### src/rtl/bitserial_poly_mac.sv
// Bit-serial schoolbook multiplier: a(x) arrives one bit-plane per cycle on dcoef, b(x) is loaded in parallel.
// Optional NEGACYCLIC_EN folds the 7-term product modulo x^4+1 when results are registered.
module bitserial_poly_mac #(
    parameter int N     = 4,
    parameter int M     = 4,
    parameter int ACC_W = N + M + 2,
    parameter int OUT_W = ACC_W + 1
) (
    input  logic             clk,
    input  logic             reset,
    input  logic             start,
    input  logic [M-1:0]     bdata0,
    input  logic [M-1:0]     bdata1,
    input  logic [M-1:0]     bdata2,
    input  logic [M-1:0]     bdata3,
    input  logic [3:0]       dcoef,
    output logic             busy,
    output logic             done,
    output logic [OUT_W-1:0] c0,
    output logic [OUT_W-1:0] c1,
    output logic [OUT_W-1:0] c2,
    output logic [OUT_W-1:0] c3,
    output logic [OUT_W-1:0] c4,
    output logic [OUT_W-1:0] c5,
    output logic [OUT_W-1:0] c6
);
    localparam int CNT_W = (N > 1) ? $clog2(N) : 1;

    typedef enum logic [1:0] {IDLE, RUN, FIN} state_t;
    typedef logic [6:0][ACC_W-1:0] avec_t;
    typedef logic [6:0][OUT_W-1:0] cvec_t;

    state_t                 state_q, state_d;
    logic [CNT_W-1:0]       cnt_q, cnt_d;
    logic [3:0][M-1:0]      b_q, b_d;
    avec_t                  acc_q, acc_d;
    cvec_t                  c_q, c_d;
    logic                   busy_q, busy_d;
    logic                   done_q, done_d;

    logic                   accept;
    logic [3:0][M-1:0]      b_src;
    logic [CNT_W-1:0]       shamt;
    avec_t                  contrib;

    function automatic cvec_t fold(input avec_t a);
        cvec_t r;
        r = '0;
`ifdef NEGACYCLIC_EN
        // x^4 = -1: upper terms wrap around with negated sign
        r[0] = OUT_W'(a[0]) - OUT_W'(a[4]);
        r[1] = OUT_W'(a[1]) - OUT_W'(a[5]);
        r[2] = OUT_W'(a[2]) - OUT_W'(a[6]);
        r[3] = OUT_W'(a[3]);
`else
        for (int t = 0; t < 7; t++) r[t] = OUT_W'(a[t]);
`endif
        return r;
    endfunction

    // Per-cycle partial products; the start cycle uses the live b inputs at bit weight 0
    always_comb begin
        accept  = start && (state_q != RUN);
        b_src   = accept ? {bdata3, bdata2, bdata1, bdata0} : b_q;
        shamt   = accept ? '0 : cnt_q;
        contrib = '0;
        for (int i = 0; i < 4; i++)
            for (int j = 0; j < 4; j++)
                if (dcoef[i])
                    contrib[i+j] = contrib[i+j] + (ACC_W'(b_src[j]) << shamt);
    end

    always_comb begin
        state_d = state_q;
        cnt_d   = cnt_q;
        b_d     = b_q;
        acc_d   = acc_q;
        c_d     = c_q;
        busy_d  = busy_q;
        done_d  = 1'b0;
        if (accept) begin
            b_d   = b_src;
            acc_d = contrib;
            cnt_d = CNT_W'(1);
            if (N == 1) begin
                state_d = FIN;
                busy_d  = 1'b0;
                done_d  = 1'b1;
                c_d     = fold(contrib);
            end else begin
                state_d = RUN;
                busy_d  = 1'b1;
            end
        end else begin
            case (state_q)
                RUN: begin
                    for (int t = 0; t < 7; t++) acc_d[t] = acc_q[t] + contrib[t];
                    cnt_d = cnt_q + CNT_W'(1);
                    if (cnt_q == CNT_W'(N - 1)) begin
                        state_d = FIN;
                        cnt_d   = '0;
                        busy_d  = 1'b0;
                        done_d  = 1'b1;
                        c_d     = fold(acc_d);
                    end
                end
                FIN:     state_d = IDLE;
                default: state_d = IDLE;
            endcase
        end
    end

    always_ff @(posedge clk) begin
        if (reset) begin
            state_q <= IDLE;
            cnt_q   <= '0;
            b_q     <= '0;
            acc_q   <= '0;
            c_q     <= '0;
            busy_q  <= 1'b0;
            done_q  <= 1'b0;
        end else begin
            state_q <= state_d;
            cnt_q   <= cnt_d;
            b_q     <= b_d;
            acc_q   <= acc_d;
            c_q     <= c_d;
            busy_q  <= busy_d;
            done_q  <= done_d;
        end
    end

    assign busy = busy_q;
    assign done = done_q;
    assign c0   = c_q[0];
    assign c1   = c_q[1];
    assign c2   = c_q[2];
    assign c3   = c_q[3];
    assign c4   = c_q[4];
    assign c5   = c_q[5];
    assign c6   = c_q[6];
endmodule

### config.mk
export PLATFORM = sky130hd
export DESIGN_NAME = bitserial_poly_mac
export DESIGN_NICKNAME = d
export VERILOG_FILES = /design/src/rtl/bitserial_poly_mac.sv
export SDC_FILE = /design/constraint.sdc
export NUM_CORES = 1
export LEC_CHECK = 0
export CORE_ASPECT_RATIO = 1.25
export CORE_MARGIN = 4
export CORE_UTILIZATION = 60
export CTS_CLUSTER_DIAMETER = 60
export DETAILED_ROUTE_END_ITERATION = 7
export PLACE_DENSITY_LB_ADDON = 0.3
export SYNTH_ARGS = -nofsm -noshare
export SYNTH_HDL_FRONTEND = slang
export SYNTH_SLANG_ARGS = --single-unit
export TNS_END_PERCENT = 50
### constraint.sdc
create_clock -name clk -period 9.4 [get_ports clk]
set_input_delay 2.82 -clock clk [delete_from_list [all_inputs] [get_ports clk]]
set_output_delay 2.82 -clock clk [all_outputs]
set_load 0.01 [all_outputs]
==> results of run 1 <==
-- layout make-up --
| cell class | instances | area [sq um] | share of cell area (%) |
|---|---|---|---|
| repair buffers | 125 | 1160 | 8.09 |
| multi-input cells | 1237 | 8750 | 60.8 |
| flip-flops and latches | 162 | 3240 | 22.5 |
| diodes | 1 | 2.50 | 0.0174 |
| clock inverters | 15 | 166 | 1.16 |
| well taps | 274 | 343 | 2.38 |
| clock buffers | 17 | 425 | 2.96 |
| inverters | 77 | 289 | 2.01 |
-- path summary, 6_finish.rpt --
check	start	to	slack, ns
setup / recovery	start	acc_q[39]	0.62
setup reg to reg	cnt_q[1]	acc_q[39]	2.09
hold / removal	c0[7]	c0[7]	0.45
hold reg to reg	c0[7]	c0[7]	0.45
-- cells by family (layout without fill, tap and decap cells) --
logic type | count (synthesis) | after routing
mux | 43 | 43
fa+ha+maj | 138 | 138
other cells | 1 | 8
buf+inv | 166 | 234
flops | 162 | 162
simple gates | 464 | 464
compound gates | 512 | 512
xor+xnor | 73 | 73
-- Yosys cell counts (20+ instances only) --
cell	number
mux2i_1	29
clkbuf_1	56
and2_1	20
a22o_1	58
ha_1	122
nor2b_1	20
inv_1	73
nand2_1	131
a21oi_1	110
a211oi_1	35
nor3_1	46
xor2_1	20
nor2_1	132
a21o_1	46
o21ai_0	89
xnor2_1	52
and3_1	25
nand3_1	30
dfxtp_1	162
o21a_1	22
-- flip-flops by register name, summed over array words and instances, names as in the netlist --
signal	flops
c5	10
c2	10
c6	10
c1	10
b_q	16
c3	10
acc_q	70
c0	10
done	1
state_q	2
cnt_q	2
busy	1
c4	10
-- per-stage QoR --
step	instances	utilization, %	hold slack (ns)	total power, mW	setup slack (ns)
6_report	1908	69.3	0.453	2.02	0.616
5_1_grt	1907	69.3	0.482	2.11	0.0699
4_1_cts	1907	69.3	0.458	2.01	0.636
3_5_place_dp	1875	66.5	0.442	1.32	0.188
3_3_place_gp	1875	66.5	0.434	1.30	0.466
2_1_floorplan	1565	-	0.447	1.17	0.685
-- worst max-delay path: cells and delay by family --
kind,cells,cell delay (ns)
AND/OR/NAND/NOR,9,1.83
XOR/XNOR,2,0.31
adder cells (fa/ha/maj),4,1.40
buffers and inverters,3,0.60
AO/OA/AOI/OAI,12,2.16
-- power by group --
part	total, mW	leakage [nW]	switching [mW]	internal, mW
Combinational	0.573	4.84	0.348	0.224
Clock	0.701	0.288	0.344	0.357
Sequential	0.744	1.32	0.0271	0.717
Total	2.02	6.45	0.719	1.30
-- per-layer routing --
layer  track usage [%]  vias to the layer above  share of wire, %
li1                  -                     5804                 -
met1              42.4                     5720                41
met2              52.4                      507                46
met3              5.71                      122               8.0
met4              15.9                        4               4.8
met5                 0                        -             0.071
==> summary.txt, run 1 <==
Place
  • IO buf count: 94
  • Final GP Congestion: 1.12
  • Post-DP HPWL: 27900 um
  • Placed Area: 13800 sq um

Drt
  • Vias per cell: 6.37
  • Vias: 12200
  • Number of remaining DRC errors: 0
  • WL final: 38000 um
  • Drt pass-1 iters: 6
  • Routed Antenna Nets: 0
  • Initial DRC Count: 891
  • Drt wl/cell: 19.9 um

Global routing
  • Total gr overflow: 0
  • Initial antenna violation count: 2
  • Largest net degree at the start of global routing: 58
  • Number of global-route vias before repair: 11600
  • First-pass GRT wire length: 60600 um
  • Overall Global Routing Usage: 32.7%

Clock tree
  • Clock Latency Late Sink: 0.44 ns
  • CTS root buffer: clkbuf_16
  • Sink Count: 162
  • CTS Buf Count: 17
  • Post-CTS sizing: 0
  • Number of setup buffers added after CTS: 0
  • CTS tree: done
  • CTS Hold Bufs: 0
  • Clock buffer depth: 2
  • H-Tree Depth: 4
  • CTS clk-pin slew, worst paths: 0.07 ns

Logic synthesis
  • Register bit total from synthesis: 162
  • Synth warnings: 0
  • Synth top area share: 25.7%
  • Sequential share of the synthesized area: 25.7%
  • Synth Area in Adders: 14.6%
  • Main combinational cell family by area after synthesis: compound AO/OA/AOI/OAI gates
  • Gate Count Post-Synth: 1559
  • Synth top area cells: dfxtp_1 26%, ha_1 12%, a21oi_1 4.4%
  • Synth Flop Type: dfxtp_1
  • Number of flops mapped to enable cells by yosys: 0
  • Yosys cell types: 78
  • Synth Area in Simple Gates: 17.5%
  • Synth Cell Area: 12600 sq um
  • Synth area leader: dfxtp_1
  • Post-synthesis compound-gate area fraction: 28.1%
  • Ys async rst share: 0%
  • Mean post-synth cell area: 8.10 sq um
  • Post-synthesis mux area share: 3.55%
  • Post-Synth XOR/XNOR Area: 5.17%

Setup path
  • Worst R2R Path Depth: 25
  • CP max FO: 15
  • WS Path Type: in -> reg
  • Most used cell, CP: ha_1
  • Critical Path AT: 9.12 ns
  • CP endpoint kind: register
  • CP Launch Type: input port
  • Crit path largest cell delay: 0.51 ns
  • Worst EP required: 9.73 ns
  • Slowest CP cell: or4b_1

Die
  • Num rows: 59
  • Die Ht: 170 um
  • Core area: 20700 sq um
  • I/O Pins: 102
  • Initial Util: 60.8%
  • Die ar.: 23400 sq um
  • Chip Width: 138 um

Worst hold path
  • Hold Crit Class: reg -> reg
  • WHS Path Cells: 2

STA
  • Final number of setup-violating endpoints: 0
  • Slew Limit Fails: 0
  • Relative slew margins: 34.0%
  • Layout Skew: 0.0123 ns
  • Period utilization: 93.4%
  • Final hold violations: 0
  • Setup_tns: 0 ns
  • RSZ-0062 raised after global routing: no
  • Least-Margin Pin Slew: 0.989 ns
  • Max Clock Freq: 0.114 GHz
  • Tmin final: 8.78 ns

Power and ir drop
  • Worst vdd ir: 125 uV
  • Leak: 6.45 nW
  • PwrDens: 140 nW/um^2

Cells and area
  • Commonest non-fill, non-tap cell in the layout: dfxtp_1
  • Share of layout cells above drive strength 1: 6.98%
  • Finished Cell Area: 14400 sq um
  • Nets@finish: 1781
  • Fill cells: 1672
  • Most frequent cells in the layout: 162 x dfxtp_1, 131 x nand2_1, 131 x nor2_1
  • Area growth, synth to finish: 14.0%

Job
  • Max Cap Viol: 0

Run status
  • Outcome: complete, no violations
(Power assumes the default switching activity.)
==> run 2, diff against run 1 <==
SETUP_SLACK_MARGIN = 0.2   (was not set)
TNS_END_PERCENT = 20   (was 50)
==> run 2 against run 1 <==
Hold slack about the same; critical path depth fell by 3; setup slack lost 0.036 ns; combinational power is essentially flat; critical path type unchanged; largest cell class unchanged.
==> summary.txt, run 2 (synthesis results as in run 1) <==
Setup path
  • Critical Path AT: 9.16 ns (+0.04 ns)
  • CP max FO: 5 (-10)
  • WS Path Type: in -> reg
  • RR Endpoint: acc_q[39]
  • Reg2Reg Setup Slack: 2.17 ns (+0.08 ns)
  • Worst EP required: 9.74 ns (about the same)
  • CP endpoint kind: register
  • CP Launch Type: input port
  • FF-to-FF Start: cnt_q[1]
  • Setup crit end: acc_q[39]
  • Worst R2R Path Depth: 28 (+12%)
  • Worst setup startpoint: bdata3[0]

Power and ir drop
  • PwrDens: 140 nW/um^2 (about the same)
  • Leak: 6.47 nW (+0.35%)
  • PnR Total Power: 2.02 mW (+0.19%)
  • Worst vdd ir: 126 uV (+1.0%)

Cells and area
  • Finished Cell Area: 14400 sq um (+0.24%)
  • Nets@finish: 1784 (+0.17%)
  • Max FFs per register: 70 (unchanged)
  • Most frequent cells in the layout: 162 x dfxtp_1, 131 x nand2_1, 131 x nor2_1
  • Top reg by flops: acc_q
  • Fill cells: 1669 (-0.18%)
  • Commonest non-fill, non-tap cell in the layout: dfxtp_1
  • Final cell count without fillers: 1911 (+0.16%)
  • Share of layout cells above drive strength 1: 7.27% (+0.29 points)
  • Area growth, synth to finish: 14.2%
  • Seq. cell area: 3240 sq um (unchanged)
  • Area of the multi-input gates: 8760 sq um (+0.11%)
  • Final core utilization: 69.5% (+0.17 points)
  • Top Registers: acc_q x70, b_q x16

STA
  • Layout Skew: 0.0120 ns (-0.000298 ns)
  • Final hold violations: 0 (unchanged)
  • Final number of setup-violating endpoints: 0 (unchanged)
  • Worst hold margin: 0.454 ns (+0.000172 ns)
  • Least-Margin Pin Slew: 0.984 ns (-0.00545 ns)
  • Slew Limit Fails: 0 (unchanged)
  • Tmin final: 8.82 ns (+0.0363 ns)
  • Period utilization: 93.8% (+0.39 points)
  • Final setup margin: 0.580 ns (-0.0363 ns)
  • Setup_tns: 0 ns (unchanged)
  • RSZ-0062 raised after global routing: no
  • Relative slew margins: 34.3% (+0.36 points)
  • Max Clock Freq: 0.113 GHz (-0.41%)

Global routing
  • Total gr overflow: 0 (unchanged)
  • Initial antenna violation count: 2 (unchanged)
  • Largest net degree at the start of global routing: 58 (unchanged)
  • First-pass GRT wire length: 60600 um (unchanged)
  • Number of global-route vias before repair: 11600 (unchanged)
  • Overall Global Routing Usage: 32.7% (unchanged)

Drt
  • WL final: 38100 um (+0.28%)
  • Initial DRC Count: 875 (-1.8%)
  • Vias: 12200 (+0.54%)
  • Drt pass-1 iters: 8 (+2)
  • Routed Antenna Nets: 0 (unchanged)
  • Number of remaining DRC errors: 0 (unchanged)
  • Drt wl/cell: 19.9 um (+0.12%)
  • Vias per cell: 6.40 (+0.39%)

Die
  • Initial Util: 60.8% (unchanged)
  • Die Ht: 170 um (unchanged)
  • Core area: 20700 sq um (unchanged)
  • Chip Width: 138 um (unchanged)
  • Num rows: 59 (unchanged)
  • Die ar.: 23400 sq um (unchanged)
  • I/O Pins: 102 (unchanged)

Clock tree
  • CTS Buf Count: 17 (unchanged)
  • CTS tree: done
  • Clock buffer depth: 2 (unchanged)
  • CTS clk-pin slew, worst paths: 0.08 ns (about the same)
  • CTS root buffer: clkbuf_16
  • CTS Hold Bufs: 0 (unchanged)
  • H-Tree Depth: 4 (unchanged)
  • Sink Count: 162 (unchanged)
  • Clock Latency Late Sink: 0.44 ns (about the same)

Place
  • Final GP Congestion: 1.12 (unchanged)
  • IO buf count: 94 (unchanged)
  • Placed Area: 13800 sq um (unchanged)
  • Placed cells: 1875 (unchanged)
  • DP Worst Slack: 0.188 ns (unchanged)
  • Post-DP HPWL: 27900 um (unchanged)

Run status
  • Outcome: complete, no violations

Worst hold path
  • Hold Crit Class: reg -> reg

Job
  • Max Cap Viol: 0 (unchanged)
run 2: changes by cell type in the layout (fill, tap and decap cells not counted), sizes merged:
cell    change
clkbuf      +1
buf         +2
run 2: worst max-delay path: stages:
cell and delay [ns]:
clkdlybuf4s50_1 0.40, nand3_1 0.15, a21boi_0 0.41, nor2_1 0.09, ha_1 0.25, inv_1 0.09
fa_1 0.42, mux2i_1 0.27, inv_1 0.11, fa_1 0.54, nand2_1 0.05, o21ai_1 0.19
inv_1 0.08, ha_1 0.31, a211o_1 0.31, and2_1 0.16, o31ai_1 0.38, a21oi_1 0.14
a211oi_1 0.40, ha_1 0.32, or3_1 0.13, o21ai_0 0.07, inv_1 0.11, a311oi_4 0.13
or4b_1 0.51, o31a_1 0.12, o211a_1 0.20
run 2: what timing repair did:
item | 4_1_cts | 5_1_grt
setup endpoints to repair | 0 | 2
setup buffers | 0 | 3
gates resized for setup | 0 | 3
run 2: how the worst min path moves through the flow:
stage,to,cells past startpoint,slack (ns),from
after floorplan,acc_q[9],1,0.45,acc_q[9]
after global placement,c2[8],2,0.43,c2[8]
after detailed placement,c2[8],2,0.44,c2[8]
after CTS,c2[8],2,0.46,c2[8]
after global routing,c2[8],2,0.48,c2[8]
final,c2[8],2,0.45,c2[8]
run 2: area by class of cell:
class                   instances  area share [%]
multi-input cells            1237            60.8
flip-flops and latches        162            22.5
repair buffers                128            8.24
clock buffers                  17            2.95
well taps                     274            2.38
inverters                      77            2.00
clock inverters                15            1.15
diodes                          1          0.0174
run 2: power breakdown:
part           switching, mW  internal (mW)
clock                  0.345          0.357
combinational          0.349          0.226
sequential            0.0272          0.717
run 2: routing by layer:
metal | up-vias | track usage [%] | part of all wire (%)
met3 | 130 | 5.71 | 8.5
met5 | - | 0 | 0.071
met2 | 565 | 52.4 | 46
met1 | 5711 | 42.4 | 41
li1 | 5813 | - | -
met4 | 4 | 15.9 | 4.8
==> run 3, diff against run 2 <==
ABC_CLOCK_PERIOD_IN_PS = 9400   (was not set)
==> results of run 3 <==
No change in the layout: final DEF, timing and power equal those of run 2.
